<file path="config.mk">
export PLATFORM = sky130hd
export DESIGN_NAME = fdiv_seq
export DESIGN_NICKNAME = d
export VERILOG_FILES = /design/src/rtl/fdiv_seq.sv
export SDC_FILE = /design/constraint.sdc
export NUM_CORES = 1
export LEC_CHECK = 0
export BUFFER_PORTS_ARGS = -buffer_cell sky130_fd_sc_hd__buf_4
export CAP_MARGIN = 10
export CORE_MARGIN = 8
export CORE_UTILIZATION = 30
export CTS_BUF_LIST = sky130_fd_sc_hd__clkbuf_8
export DETAILED_ROUTE_END_ITERATION = 12
export GPL_TIMING_DRIVEN = 0
export MAX_ROUTING_LAYER = met4
export SYNTH_ARGS = -nofsm -noshare
export SYNTH_HDL_FRONTEND = slang
export SYNTH_SLANG_ARGS = --single-unit
export TNS_END_PERCENT = 10
</file>
<file path="constraint.sdc">
create_clock -name clk -period 5.18 [get_ports clk]
set_clock_uncertainty 0.1 [all_clocks]
set_input_delay 0 -clock clk [delete_from_list [all_inputs] [get_ports clk]]
set_output_delay 0 -clock clk [all_outputs]
set_load 0.01 [all_outputs]
</file>
<file path="src/rtl/fdiv_seq.sv">
// Iterative IEEE-754 divider (binary32 / binary64), one quotient bit per
// cycle, round-to-nearest-even, valid/ready handshake on input and output.
module fdiv_seq #(
  parameter int N = 32
) (
  input  logic         clk,
  input  logic         rst,
  input  logic         in_valid,
  output logic         in_ready,
  input  logic [N-1:0] a,
  input  logic [N-1:0] b,
  output logic         out_valid,
  input  logic         out_ready,
  output logic [N-1:0] out,
  output logic [4:0]   flags
);

  localparam int EXP_W  = (N == 64) ? 11 : 8;
  localparam int MAN_W  = (N == 64) ? 52 : 23;
  localparam int BIAS   = (1 << (EXP_W - 1)) - 1;
  localparam int Q_BITS = MAN_W + 3;
  localparam int EW     = EXP_W + 2;
  localparam int CNT_W  = $clog2(Q_BITS);

  localparam logic signed [EW-1:0] BIAS_E = EW'(BIAS);
  localparam logic signed [EW-1:0] E_MAX  = EW'((1 << EXP_W) - 1);
  localparam logic signed [EW-1:0] E_ZERO = '0;
  localparam logic [N-1:0]         QNAN   = {1'b0, {EXP_W{1'b1}}, 1'b1, {(MAN_W-1){1'b0}}};

  typedef enum logic [1:0] {S_IDLE, S_DIVIDE, S_NORM, S_DONE} state_t;

  state_t                state_q, state_d;
  logic                  sign_q, sign_d;
  logic signed [EW-1:0]  exp_q, exp_d;
  logic [MAN_W+1:0]      rem_q, rem_d;
  logic [MAN_W:0]        div_q, div_d;
  logic [Q_BITS-1:0]     quo_q, quo_d;
  logic [CNT_W-1:0]      cnt_q, cnt_d;
  logic [N-1:0]          out_q, out_d;
  logic [4:0]            flags_q, flags_d;

  logic [EXP_W-1:0]      ea, eb;
  logic [MAN_W-1:0]      fa, fb;
  logic                  a_zero, a_inf, a_nan, a_snan;
  logic                  b_zero, b_inf, b_nan, b_snan;
  logic                  sign_in;

  logic [MAN_W+2:0]      trial;
  logic [MAN_W+1:0]      rem_sel;
  logic                  q_bit;

  logic [Q_BITS-1:0]     quo_n;
  logic signed [EW-1:0]  e_n, e_r;
  logic [MAN_W:0]        mant;
  logic [MAN_W+1:0]      mant_r;
  logic                  guard, rnd, sticky, rup, carry, inexact;
  logic [MAN_W-1:0]      frac;

  // Operand field split and classification; subnormals count as zero.
  always_comb begin
    ea      = a[N-2:MAN_W];
    eb      = b[N-2:MAN_W];
    fa      = a[MAN_W-1:0];
    fb      = b[MAN_W-1:0];
    a_zero  = (ea == '0);
    b_zero  = (eb == '0);
    a_inf   = (ea == '1) && (fa == '0);
    b_inf   = (eb == '1) && (fb == '0);
    a_nan   = (ea == '1) && (fa != '0);
    b_nan   = (eb == '1) && (fb != '0);
    a_snan  = a_nan && !fa[MAN_W-1];
    b_snan  = b_nan && !fb[MAN_W-1];
    sign_in = a[N-1] ^ b[N-1];
  end

  // One restoring-division step: trial subtract, keep or restore, shift.
  always_comb begin
    trial   = {1'b0, rem_q} - {2'b00, div_q};
    q_bit   = !trial[MAN_W+2];
    rem_sel = q_bit ? trial[MAN_W+1:0] : rem_q;
  end

  // Normalise, round to nearest even, and fold the rounding carry into e.
  // A leading 0 quotient bit is dropped by a left shift; the lost bit is
  // implied by the remainder, so folding it into sticky keeps RNE exact.
  always_comb begin
    quo_n   = quo_q[Q_BITS-1] ? quo_q : (quo_q << 1);
    e_n     = quo_q[Q_BITS-1] ? exp_q : (exp_q - {{(EW-1){1'b0}}, 1'b1});
    mant    = quo_n[Q_BITS-1:2];
    guard   = quo_n[1];
    rnd     = quo_n[0];
    sticky  = (rem_q != '0);
    inexact = guard | rnd | sticky;
    rup     = guard & (rnd | sticky | mant[0]);
    mant_r  = {1'b0, mant} + {{(MAN_W+1){1'b0}}, rup};
    carry   = mant_r[MAN_W+1];
    e_r     = e_n + {{(EW-1){1'b0}}, carry};
    frac    = carry ? mant_r[MAN_W:1] : mant_r[MAN_W-1:0];
  end

  // Control FSM next-state and datapath register updates.
  always_comb begin
    state_d = state_q;
    sign_d  = sign_q;
    exp_d   = exp_q;
    rem_d   = rem_q;
    div_d   = div_q;
    quo_d   = quo_q;
    cnt_d   = cnt_q;
    out_d   = out_q;
    flags_d = flags_q;
    case (state_q)
      S_IDLE: begin
        if (in_valid) begin
          sign_d  = sign_in;
          exp_d   = $signed({2'b00, ea}) - $signed({2'b00, eb}) + BIAS_E;
          rem_d   = {1'b0, 1'b1, fa};
          div_d   = {1'b1, fb};
          quo_d   = '0;
          cnt_d   = '0;
          state_d = S_DONE;
          if (a_nan || b_nan) begin
            out_d   = QNAN;
            flags_d = {a_snan | b_snan, 4'b0000};
          end else if ((a_zero && b_zero) || (a_inf && b_inf)) begin
            out_d   = QNAN;
            flags_d = 5'b10000;
          end else if (a_inf) begin
            out_d   = {sign_in, {EXP_W{1'b1}}, {MAN_W{1'b0}}};
            flags_d = '0;
          end else if (b_inf) begin
            out_d   = {sign_in, {(N-1){1'b0}}};
            flags_d = '0;
          end else if (b_zero) begin
            out_d   = {sign_in, {EXP_W{1'b1}}, {MAN_W{1'b0}}};
            flags_d = 5'b01000;
          end else if (a_zero) begin
            out_d   = {sign_in, {(N-1){1'b0}}};
            flags_d = '0;
          end else begin
            state_d = S_DIVIDE;
          end
        end
      end
      S_DIVIDE: begin
        quo_d = {quo_q[Q_BITS-2:0], q_bit};
        rem_d = rem_sel << 1;
        cnt_d = cnt_q + CNT_W'(1);
        if (cnt_q == CNT_W'(Q_BITS - 1)) begin
          state_d = S_NORM;
        end
      end
      S_NORM: begin
        state_d = S_DONE;
        if (e_r >= E_MAX) begin
          out_d   = {sign_q, {EXP_W{1'b1}}, {MAN_W{1'b0}}};
          flags_d = 5'b00101;
        end else if (e_r <= E_ZERO) begin
          out_d   = {sign_q, {(N-1){1'b0}}};
          flags_d = 5'b00011;
        end else begin
          out_d   = {sign_q, e_r[EXP_W-1:0], frac};
          flags_d = {4'b0000, inexact};
        end
      end
      S_DONE: begin
        if (out_ready) begin
          state_d = S_IDLE;
        end
      end
      default: state_d = S_IDLE;
    endcase
  end

  // State and datapath registers with synchronous reset.
  always_ff @(posedge clk) begin
    if (rst) begin
      state_q <= S_IDLE;
      sign_q  <= 1'b0;
      exp_q   <= '0;
      rem_q   <= '0;
      div_q   <= '0;
      quo_q   <= '0;
      cnt_q   <= '0;
      out_q   <= '0;
      flags_q <= '0;
    end else begin
      state_q <= state_d;
      sign_q  <= sign_d;
      exp_q   <= exp_d;
      rem_q   <= rem_d;
      div_q   <= div_d;
      quo_q   <= quo_d;
      cnt_q   <= cnt_d;
      out_q   <= out_d;
      flags_q <= flags_d;
    end
  end

  assign in_ready  = (state_q == S_IDLE) && !rst;
  assign out_valid = (state_q == S_DONE);
  assign out       = out_q;
  assign flags     = flags_q;

endmodule
</file>
==> results of run 1 <==
[per-layer routing]
metal | GRT usage (%) | up-vias | wire, microns
li1 | - | 4557 | -
met1 | 21.1 | 4327 | 13600
met2 | 28.6 | 303 | 14300
met3 | 2.13 | 69 | 1330
met4 | 6.51 | 0 | 1000
met5 | - | - | 0
[critical path: cells and delay by family (launching register included)]
family / cells / cell delay, ns
flip-flops: 1 / 0.39
AND/OR/NAND/NOR: 9 / 1.37
AO/OA/AOI/OAI: 3 / 0.97
multiplexers: 1 / 0.34
buffers and inverters: 6 / 0.93
adder cells (fa/ha/maj): 2 / 0.42
XOR/XNOR: 1 / 0.27
[metrics by stage]
| stage | setup TNS, ns | setup slack, ns | util, % | instance area, sq um | std cells |
|---|---|---|---|---|---|
| after global placement | -29.47 | -1.17 | 34.9 | 10000 | 1637 |
| final | 0 | 0.266 | 39.0 | 11200 | 1728 |
| after global routing | 0 | 0.0315 | 39.0 | 11200 | 1728 |
| after CTS | 0 | 0.0446 | 38.6 | 11100 | 1720 |
| after floorplan | 0 | 0.0113 | - | 8760 | 1148 |
| after detailed placement | -31.99 | -1.22 | 34.9 | 10000 | 1637 |
[layout make-up]
| cell class | count | area share, % |
|---|---|---|
| diodes | 2 | 0.0447 |
| well taps | 384 | 4.29 |
| clock buffers | 17 | 2.09 |
| multi-input cells | 883 | 50.8 |
| inverters | 64 | 2.18 |
| plain buffers | 69 | 3.09 |
| repair buffers | 164 | 12.3 |
| flip-flops and latches | 130 | 23.3 |
| clock inverters | 15 | 1.83 |
[kinds of logic after synthesis]
| group | count (synthesis) | share of synthesized area [%] |
|---|---|---|
| AOI/OAI and AO/OA | 336 | 25.9 |
| xor gates and xnor gates | 47 | 4.71 |
| adders and majority gates | 45 | 6.61 |
| buffers and inverters | 135 | 6.17 |
| DFF | 130 | 29.8 |
| muxes | 22 | 2.86 |
| and+or+nand+nor | 433 | 23.9 |
[where the power goes]
group	leakage [nW]	internal [mW]	switching (mW)	total, mW
registers	1.06	1.17	0.184	1.35
logic	2.97	1.27	2.04	3.31
clock network	0.213	0.530	0.468	0.998
total	4.24	2.96	2.69	5.65
[repair_timing]
action | CTS | global route
setup endpoints to repair | 34 | 32
pin swaps | 5 | 5
hold endpoints to repair | 51 | 0
cloned | 1 | 1
gates resized for setup | 17 | 17
hold buffers | 51 | 0
setup buffers | 1 | 5
[synthesized netlist by cell type, drive strengths merged (5+ instances only)]
master  instances  share of area, %
nand2b          8              0.57
a22oi          29               2.5
dfxtp         130                30
buf            13              0.76
a21o           17               1.5
o21a            9              0.77
or2             6              0.43
a211oi         30               2.6
nor2          126               5.4
nor2b           6              0.43
xor2           18               1.8
nand4          20               1.4
nor4           25               2.2
o31a            5              0.50
clkbuf         57               2.6
nor3           30               1.8
and3           12              0.87
a31oi           7              0.50
nand3          24               1.4
xnor2          29               2.9
mux2i          16               1.8
a311oi         17               1.7
inv            63               2.7
ha             43               6.2
a21boi          6              0.52
o21ai          49               2.8
a32o           14               1.6
nand3b          7              0.60
a21oi          99               5.7
or3             7              0.50
o211ai         11              0.94
nand2         139               6.0
or4             6              0.56
[sequential cells by signal, indices dropped and copies added (netlist names)]
signal	cells
exp_q	10
sign_q	1
quo_q	26
out	32
state_q	2
rem_q	25
flags	5
cnt_q	5
div_q	24
[how the worst max path moves through the flow]
stage	endpoint	slack, ns	depth (start not counted)
finish	out[17]	0.27	22
global route	out[17]	0.03	24
CTS	out[19]	0.04	23
detailed placement	out[6]	-1.22	24
global placement	out[6]	-1.17	24
floorplan	out[11]	0.01	25
==> impl_metrics.yaml, run 1 <==
pwr:
  power_density_nw_per_um2: 505
  power_mw: 5.65
  ir_worst_vdd_mv: 0.211
  p_leak_nw: 4.24
clocking:
  clock-sinks: 130
  cts.path.max_buffers: 2
  cts_root_buf: "clkbuf_8"
  tritoncts: "yes"
  htree_levels: 4
  numCtsBuffers: 17
  worstSkewPairLatency_ns: 0.46
  clk_pin_slew_ns: 0.09
layout:
  areaGrowthSynthToFinish_pct: 28.0
  nNetsFinal: 1442
  n_fill_cell: 3018
  multiInputGateArea_sq_um: 5690
  seqCellArea_sq_um: 2610
  final_common_cell: "nand2_1"
  layout_common_cells: "nand2_1, dfxtp_1, nor2_1, buf_4, a21oi_1"
  drive_gt1_share_pct: 14.5
route:
  dr.pass1.iters: 6
  via_per_inst: 5.36
  drt_wl_total_microns: 30300
  drtIter0Drc: 766
  drc: 0
  antenna_left: 0
  wl_per_cell_microns: 17.5
  vias: 9256
synth:
  syn-cell-area_sq_um: 8740
  synthCells: 1148
  synth_nets: 1261
  ys.flop_type: "dfxtp_1"
  ys_seq_elements: 130
  syn_avg_cell_area_sq_um: 7.62
  synth_edf_count: 0
  async_reset_ff_share_pct: 0
  ys_seq_area_share_pct: 29.8
  yosysWarnings: 0
  synth_cell_types: 81
critical_path:
  startpoint: "quo_q[25]"
  path_cells: "buf_8 -> buf_12 -> buf_12 -> mux2_2 -> ha_2 -> nand3_2 -> nor2_4 -> and3_1 -> buf_6 -> nand3_4 -> nor3_4 -> ha_2 -> and4_1 -> a31oi_1 -> xnor2_1 -> nor4b_1 -> nand4_1 -> o21ai_4 -> nor4_4 -> buf_4 -> buf_2 -> a32o_1"
  reg2reg_to: "out[17]"
  rr_startpoint: "quo_q[25]"
  endpoint_kind: "flip-flop"
  cp_max_fo: 14
  crit_path_start_kind: "flip-flop"
  slowest_stage: "a31oi_1"
  worst_ep_required_time_ns: 5.44
  cpPeakStageDelay_ns: 0.55
  ff2ff_setup_slack_ns: 0.27
  worst-setup-path-type: "reg -> reg"
  r2r_cells: 22
  critPathArrivalTime_ns: 5.18
sta:
  tightest_slew_ns: 0.980
  final_max_slew_viol_count: 0
  relSlewSlack_pct: 34.1
  rsz0062_at_grt: "no"
  finalHoldViolCount: 0
  post-route-period-util_pct: 94.9
  fin_crit_ns: 4.91
  max_freq_ghz: 0.204
  setup_viol: 0
  hold_slack_ns: 0.0119
global_route:
  grt_usage_pct: 17.2
  grt_pass1_wl_microns: 47800
  grt_pass1_vias: 8905
  antenna_found_initial: 1
  overflow: 0
  grt_max_degree: 17
worst_hold_path:
  holdPathStages: 5
  worstHoldEndpoint: "state_q[0]"
  min_path_type: "in -> reg"
  hp-start: "out_ready"
place:
  dp_hpwl_microns: 23000
  io_buffers: 105
  gp_congestion: 0.928
die:
  die_w_microns: 187
  rows: 62
  core_sq_um: 28700
  initial_core_util_pct: 30.5
  fp.dieH_microns: 187
  die_area_sq_um: 34900
  io_pins: 107
job:
  drv_cap: 0
status:
  status: "finished clean"
(Power assumes the default switching activity.)
==> inputs of run 2 (changes only) <==
--- a/config.mk
+++ b/config.mk
@@ -13,6 +13,7 @@
 export DETAILED_ROUTE_END_ITERATION = 12
 export GPL_TIMING_DRIVEN = 0
 export MAX_ROUTING_LAYER = met4
+export RECOVER_POWER = 50
 export SYNTH_ARGS = -nofsm -noshare
 export SYNTH_HDL_FRONTEND = slang
 export SYNTH_SLANG_ARGS = --single-unit
==> run 2 against run 1 <==
Critical path depth increased by 2. First-iteration DRC count decreased by 5.0%. Worst setup slack got worse by 0.0025 ns. Routed wire length decreased by 0.24%. Sequential power about the same. Global-route usage unchanged. Register-to-register slack about the same. Hold slack got worse by 0.0039 ns. Core utilization decreased by 0.55 points. Flip-flop and latch count unchanged. Combinational power about the same. Critical endpoint unchanged. Largest cell class unchanged.
==> impl_metrics.yaml, run 2 (synthesis results as in run 1) <==
layout:
  n_fill_cell: 3054
  layout_common_cells: "nand2_1, dfxtp_1, nor2_1, a21oi_1, clkbuf_1"
  areaGrowthSynthToFinish_pct: 26.2
  drive_gt1_share_pct: 11.3
  stdcell_count: 1728
  multiInputGateArea_sq_um: 5690
  seqCellArea_sq_um: 2610
  largest_reg_flops: 32
  nNetsFinal: 1442
  final_common_cell: "nand2_1"
place:
  dp_slack_ns: -1.22
  io_buffers: 105
  dp.cells: 1637
  gp_congestion: 0.928
  dp_hpwl_microns: 23000
pwr:
  power_density_nw_per_um2: 510
  ir_worst_vdd_mv: 0.207
  p_leak_nw: 4.06
die:
  die_w_microns: 187
  rows: 62
  core_sq_um: 28700
  die_area_sq_um: 34900
  initial_core_util_pct: 30.5
  io_pins: 107
  fp.dieH_microns: 187
global_route:
  grt_pass1_wl_microns: 47800
  use_met1_pct: 21.1
  antenna_found_initial: 1
  grt_max_degree: 17
  overflow: 0
  grt_usage_pct: 17.2
  grt_busiest_layer: "met2"
  use_met2_pct: 28.6
  grt_pass1_vias: 8905
  grt_use_met3_pct: 2.13
route:
  via_per_inst: 5.38
  wl_per_cell_microns: 17.5
  drtIter0Drc: 728
  drc: 0
  drt_wl_total_microns: 30200
  dr.pass1.iters: 8
  vias: 9295
  antenna_left: 0
critical_path:
  worst_ep_required_time_ns: 5.44
  worst-setup-path-type: "reg -> reg"
  cp_max_fo: 14
  crit_path_start_kind: "flip-flop"
  endpoint_kind: "flip-flop"
  critPathArrivalTime_ns: 5.18
job:
  drv_cap: 0
sta:
  setup_viol: 0
  post-route-period-util_pct: 94.9
  final_max_slew_viol_count: 0
  setup_ws_ns: 0.264
  fin_crit_ns: 4.92
  tightest_slew_ns: 1.33
  max_freq_ghz: 0.203
  hold_slack_ns: 0.00798
  rsz0062_at_grt: "no"
  relSlewSlack_pct: 10.6
  finalHoldViolCount: 0
clocking:
  clk_pin_slew_ns: 0.09
  tritoncts: "yes"
  worstSkewPairLatency_ns: 0.46
  htree_levels: 4
  cts_root_buf: "clkbuf_8"
  cts.path.max_buffers: 2
  numCtsBuffers: 17
  clock-sinks: 130
status:
  status: "finished clean"
worst_hold_path:
  min_path_type: "in -> reg"
[run 2: changes by cell type in the layout (fill, tap and decap cells not counted)]
| cell | delta |
|---|---|
| buf_4 | -42 |
| clkbuf_1 | +42 |
| o21ai_0 | +1 |
| o21ai_1 | -1 |
[run 2: path summary, 6_finish.rpt]
| path | from | to | slack (ns) | cells past startpoint |
|---|---|---|---|---|
| worst min register to register | out[12] | out[12] | 0.35 | 2 |
| worst max register to register | quo_q[25] | out[17] | 0.26 | 24 |
| worst max-delay path | quo_q[25] | out[17] | 0.26 | 24 |
| worst min-delay path | out_ready | state_q[0] | 0.008 | 5 |
[run 2: through the flow]
stage	util, %	power (mW)	TNS [ns]	area (sq um)
2_1_floorplan	-	3.70	0	8760
3_3_place_gp	34.9	4.50	-29.47	10000
3_5_place_dp	34.9	4.54	-31.99	10000
4_1_cts	38.6	5.57	0	11100
5_1_grt	38.4	6.05	0	11000
6_report	38.4	5.63	0	11000
[run 2: per-layer routing]
metal / wire length, microns / up-vias
met3: 1320 / 69
met5: 0 / -
li1: - / 4552
met1: 13700 / 4350
met4: 1050 / 0
met2: 14200 / 324
[run 2: final cells by class]
type                    count  share of cell area, %
clock inverters            15                   1.86
clock buffers              17                   2.12
multi-input cells         883                   51.6
plain buffers              69                   3.13
repair buffers            164                   11.1
well taps                 384                   4.35
diodes                      2                 0.0454
inverters                  64                   2.21
flip-flops and latches    130                   23.6
[run 2: power breakdown]
group,internal [mW],switching [mW],leakage [nW],total [mW]
clock network,0.530,0.464,0.213,0.993
logic,1.25,2.03,2.79,3.28
registers,1.17,0.183,1.06,1.35
[run 2: repair_timing]
| item | 4_1_cts | 5_1_grt |
|---|---|---|
| setup endpoints to repair | 34 | 32 |
| gates resized for setup | 17 | 17 |
| cloned | 1 | 1 |
| hold buffers | 51 | 0 |
| pin swaps | 5 | 5 |
| buffers inserted | 1 | 5 |
| endpoints found under the hold margin | 51 | 0 |
[run 2: worst max-delay path, cell delays in order, from the launching register on]
cell and delay (ns):
dfxtp_4 0.39, buf_8 0.15, buf_12 0.16, buf_12 0.15, nand2_1 0.07, a21boi_2 0.15
ha_2 0.22, nand3_2 0.12, nor2_4 0.13, and3_1 0.17, buf_6 0.15, nand3_4 0.10
nor3_4 0.19, ha_2 0.23, ha_2 0.19, inv_1 0.08, or4_1 0.51, clkbuf_4 0.19
nor4_4 0.30, nor3_2 0.11, nor4b_4 0.35, nor4_4 0.05, buf_4 0.18, buf_2 0.15
a32o_1 0.22
==> inputs of run 3 (changes only) <==
--- a/config.mk
+++ b/config.mk
@@ -10,8 +10,10 @@
 export CORE_MARGIN = 8
 export CORE_UTILIZATION = 30
 export CTS_BUF_LIST = sky130_fd_sc_hd__clkbuf_8
+export CTS_CLUSTER_SIZE = 28
 export DETAILED_ROUTE_END_ITERATION = 12
 export GPL_TIMING_DRIVEN = 0
+export HOLD_SLACK_MARGIN = 0.06
 export MAX_ROUTING_LAYER = met4
 export RECOVER_POWER = 50
 export SYNTH_ARGS = -nofsm -noshare
==> constraint.sdc (replaced) <==
create_clock -name clk -period 3.98 [get_ports clk]
set_clock_uncertainty 0.1 [all_clocks]
set_input_delay 0 -clock clk [delete_from_list [all_inputs] [get_ports clk]]
set_output_delay 0 -clock clk [all_outputs]
set_load 0.01 [all_outputs]
==> run 3 against run 2 <==
The flow now finishes with violations (negative setup slack). Fmax rose by 17%. Combinational power grew 33%. Non-clock buffer count increased by 15.
==> impl_metrics.yaml, run 3 (synthesis results as in run 1) <==
status:
  status: "complete, but fails checks"
  violations: "negative setup slack"
die:
  io_pins: 107
  die_w_microns: 187
  die_area_sq_um: 34900
  core_sq_um: 28700
  fp.dieH_microns: 187
  initial_core_util_pct: 30.5
  rows: 62
clocking:
  worstSkewPairLatency_ns: 0.46
  clock-sinks: 130
  htree_levels: 4
  tritoncts: "yes"
  cts.path.max_buffers: 2
  clk_pin_slew_ns: 0.09
  numCtsBuffers: 17
  cts_root_buf: "clkbuf_8"
place:
  dp_slack_ns: -1.66
  postPlaceCellArea_sq_um: 10200
  dp.cells: 1637
  dp_hpwl_microns: 23200
  io_buffers: 105
  gp_congestion: 0.928
sta:
  max_freq_ghz: 0.239
  tightest_slew_ns: 1.02
  tns_ns: -3.76
  post-route-period-util_pct: 105
  relSlewSlack_pct: 31.5
  final_max_slew_viol_count: 0
  setup_viol: 31
  rsz0062_at_grt: "yes"
  finalHoldViolCount: 0
  fin_crit_ns: 4.19
  setup_ws_ns: -0.205
critical_path:
  path_cells: "buf_12 -> buf_12 -> nand2_4 -> a21boi_4 -> ha_4 -> nand3_4 -> nor2_4 -> and3_4 -> nand3_4 -> nor3_4 -> ha_4 -> ha_4 -> inv_4 -> or4_4 -> nor3_4 -> o21a_1 -> o21ai_4 -> nor4_4 -> buf_4 -> buf_2 -> a32o_1"
  crit_top_cell: "ha_4"
  ff2ff_setup_slack_ns: -0.21
  slowest_stage: "or4_4"
  path_delay_family: "simple AND/OR/NAND/NOR gates"
  rr_startpoint: "quo_q[25]"
  reg2reg_to: "out[11]"
  endpoint_kind: "flip-flop"
  critPathArrivalTime_ns: 4.50
  worst-setup-path-type: "reg -> reg"
  worst_ep_required_time_ns: 4.29
  cp_max_fo: 6
  r2r_cells: 21
  crit_buf_inv: 5
  cpPeakStageDelay_ns: 0.62
  crit_path_start_kind: "flip-flop"
global_route:
  antenna_found_initial: 2
  grt_usage_pct: 18.0
  grt_pass1_wl_microns: 49700
  grt_pass1_vias: 9162
  grt_max_degree: 17
  overflow: 0
worst_hold_path:
  worstHoldEndpoint: "flags[3]"
  min_path_type: "in -> reg"
  hp-start: "b[25]"
  holdPathStages: 7
route:
  drtIter0Drc: 758
  wl_per_cell_microns: 17.9
  drt_wl_total_microns: 31100
  antenna_left: 0
  via_per_inst: 5.38
  drc: 0
  dr.pass1.iters: 5
  vias: 9366
layout:
  final_common_cell: "nand2_1"
  finalInstanceArea_sq_um: 11300
  drive_gt1_share_pct: 13.2
  areaGrowthSynthToFinish_pct: 29.1
  nNetsFinal: 1457
  stdcell_count: 1742
  largest_reg_flops: 32
  layout_common_cells: "nand2_1, dfxtp_1, nor2_1, a21oi_1, clkbuf_1"
job:
  drv_cap: 0
pwr:
  power_mw: 7.27
  ir_worst_vdd_mv: 0.281
  p_leak_nw: 4.19
  power_density_nw_per_um2: 644
-- run 3: layer usage --
layer	vias up	wire length (microns)	track usage [%]
li1	4584	-	-
met1	4453	14200	22.5
met4	0	997	6.78
met3	62	1310	2.50
met5	-	0	-
met2	267	14600	29.3
-- run 3: layout make-up --
type | instances | area (sq um)
inverter | 64 | 246
clock buffer | 17 | 234
timing repair buffer | 184 | 1410
sequential | 130 | 2610
clock inverter | 14 | 153
multi-input combinational | 883 | 5840
tap | 384 | 480
buffer | 64 | 304
fill | 3038 | 17400
antenna | 2 | 5.00
-- run 3: worst max-delay path by stage --
stage | from | end | slack (ns) | cells after the start
final | quo_q[25] | out[11] | -0.21 | 21
after global routing | quo_q[25] | out[20] | -0.40 | 22
after CTS | quo_q[25] | out[20] | -0.15 | 22
after detailed placement | quo_q[25] | out[6] | -1.66 | 24
after global placement | quo_q[25] | out[6] | -1.61 | 24
after floorplan | quo_q[25] | out[11] | -0.67 | 25
-- run 3: power breakdown --
part	switching, mW	internal, mW
clock network	0.590	0.560
registers	0.239	1.52
logic	2.69	1.67
total	3.52	3.75
-- run 3: tightest hold or removal path, stage by stage --
cell,delay [ns]
buf_4,0.08
inv_1,0.05
nand4_1,0.08
nor2_1,0.08
nor4b_1,0.15
a21oi_1,0.11
nor2_1,0.05
-- run 3: stage by stage --
stage,utilization [%],hold WS (ns)
5_1_grt,39.3,0.0963
6_report,39.3,0.0827
4_1_cts,39.6,0.0625
2_1_floorplan,-,0.0360
3_3_place_gp,35.4,0.165
3_5_place_dp,35.4,0.169
-- run 3: repair_timing --
action | 4_1_cts | 5_1_grt
resized for setup | 29 | 13
gates cloned | 2 | 0
endpoints found under the hold margin | 58 | 0
setup buffers | 16 | 2
setup endpoints to repair | 34 | 34
pin swaps | 19 | 3
hold buffers | 59 | 0
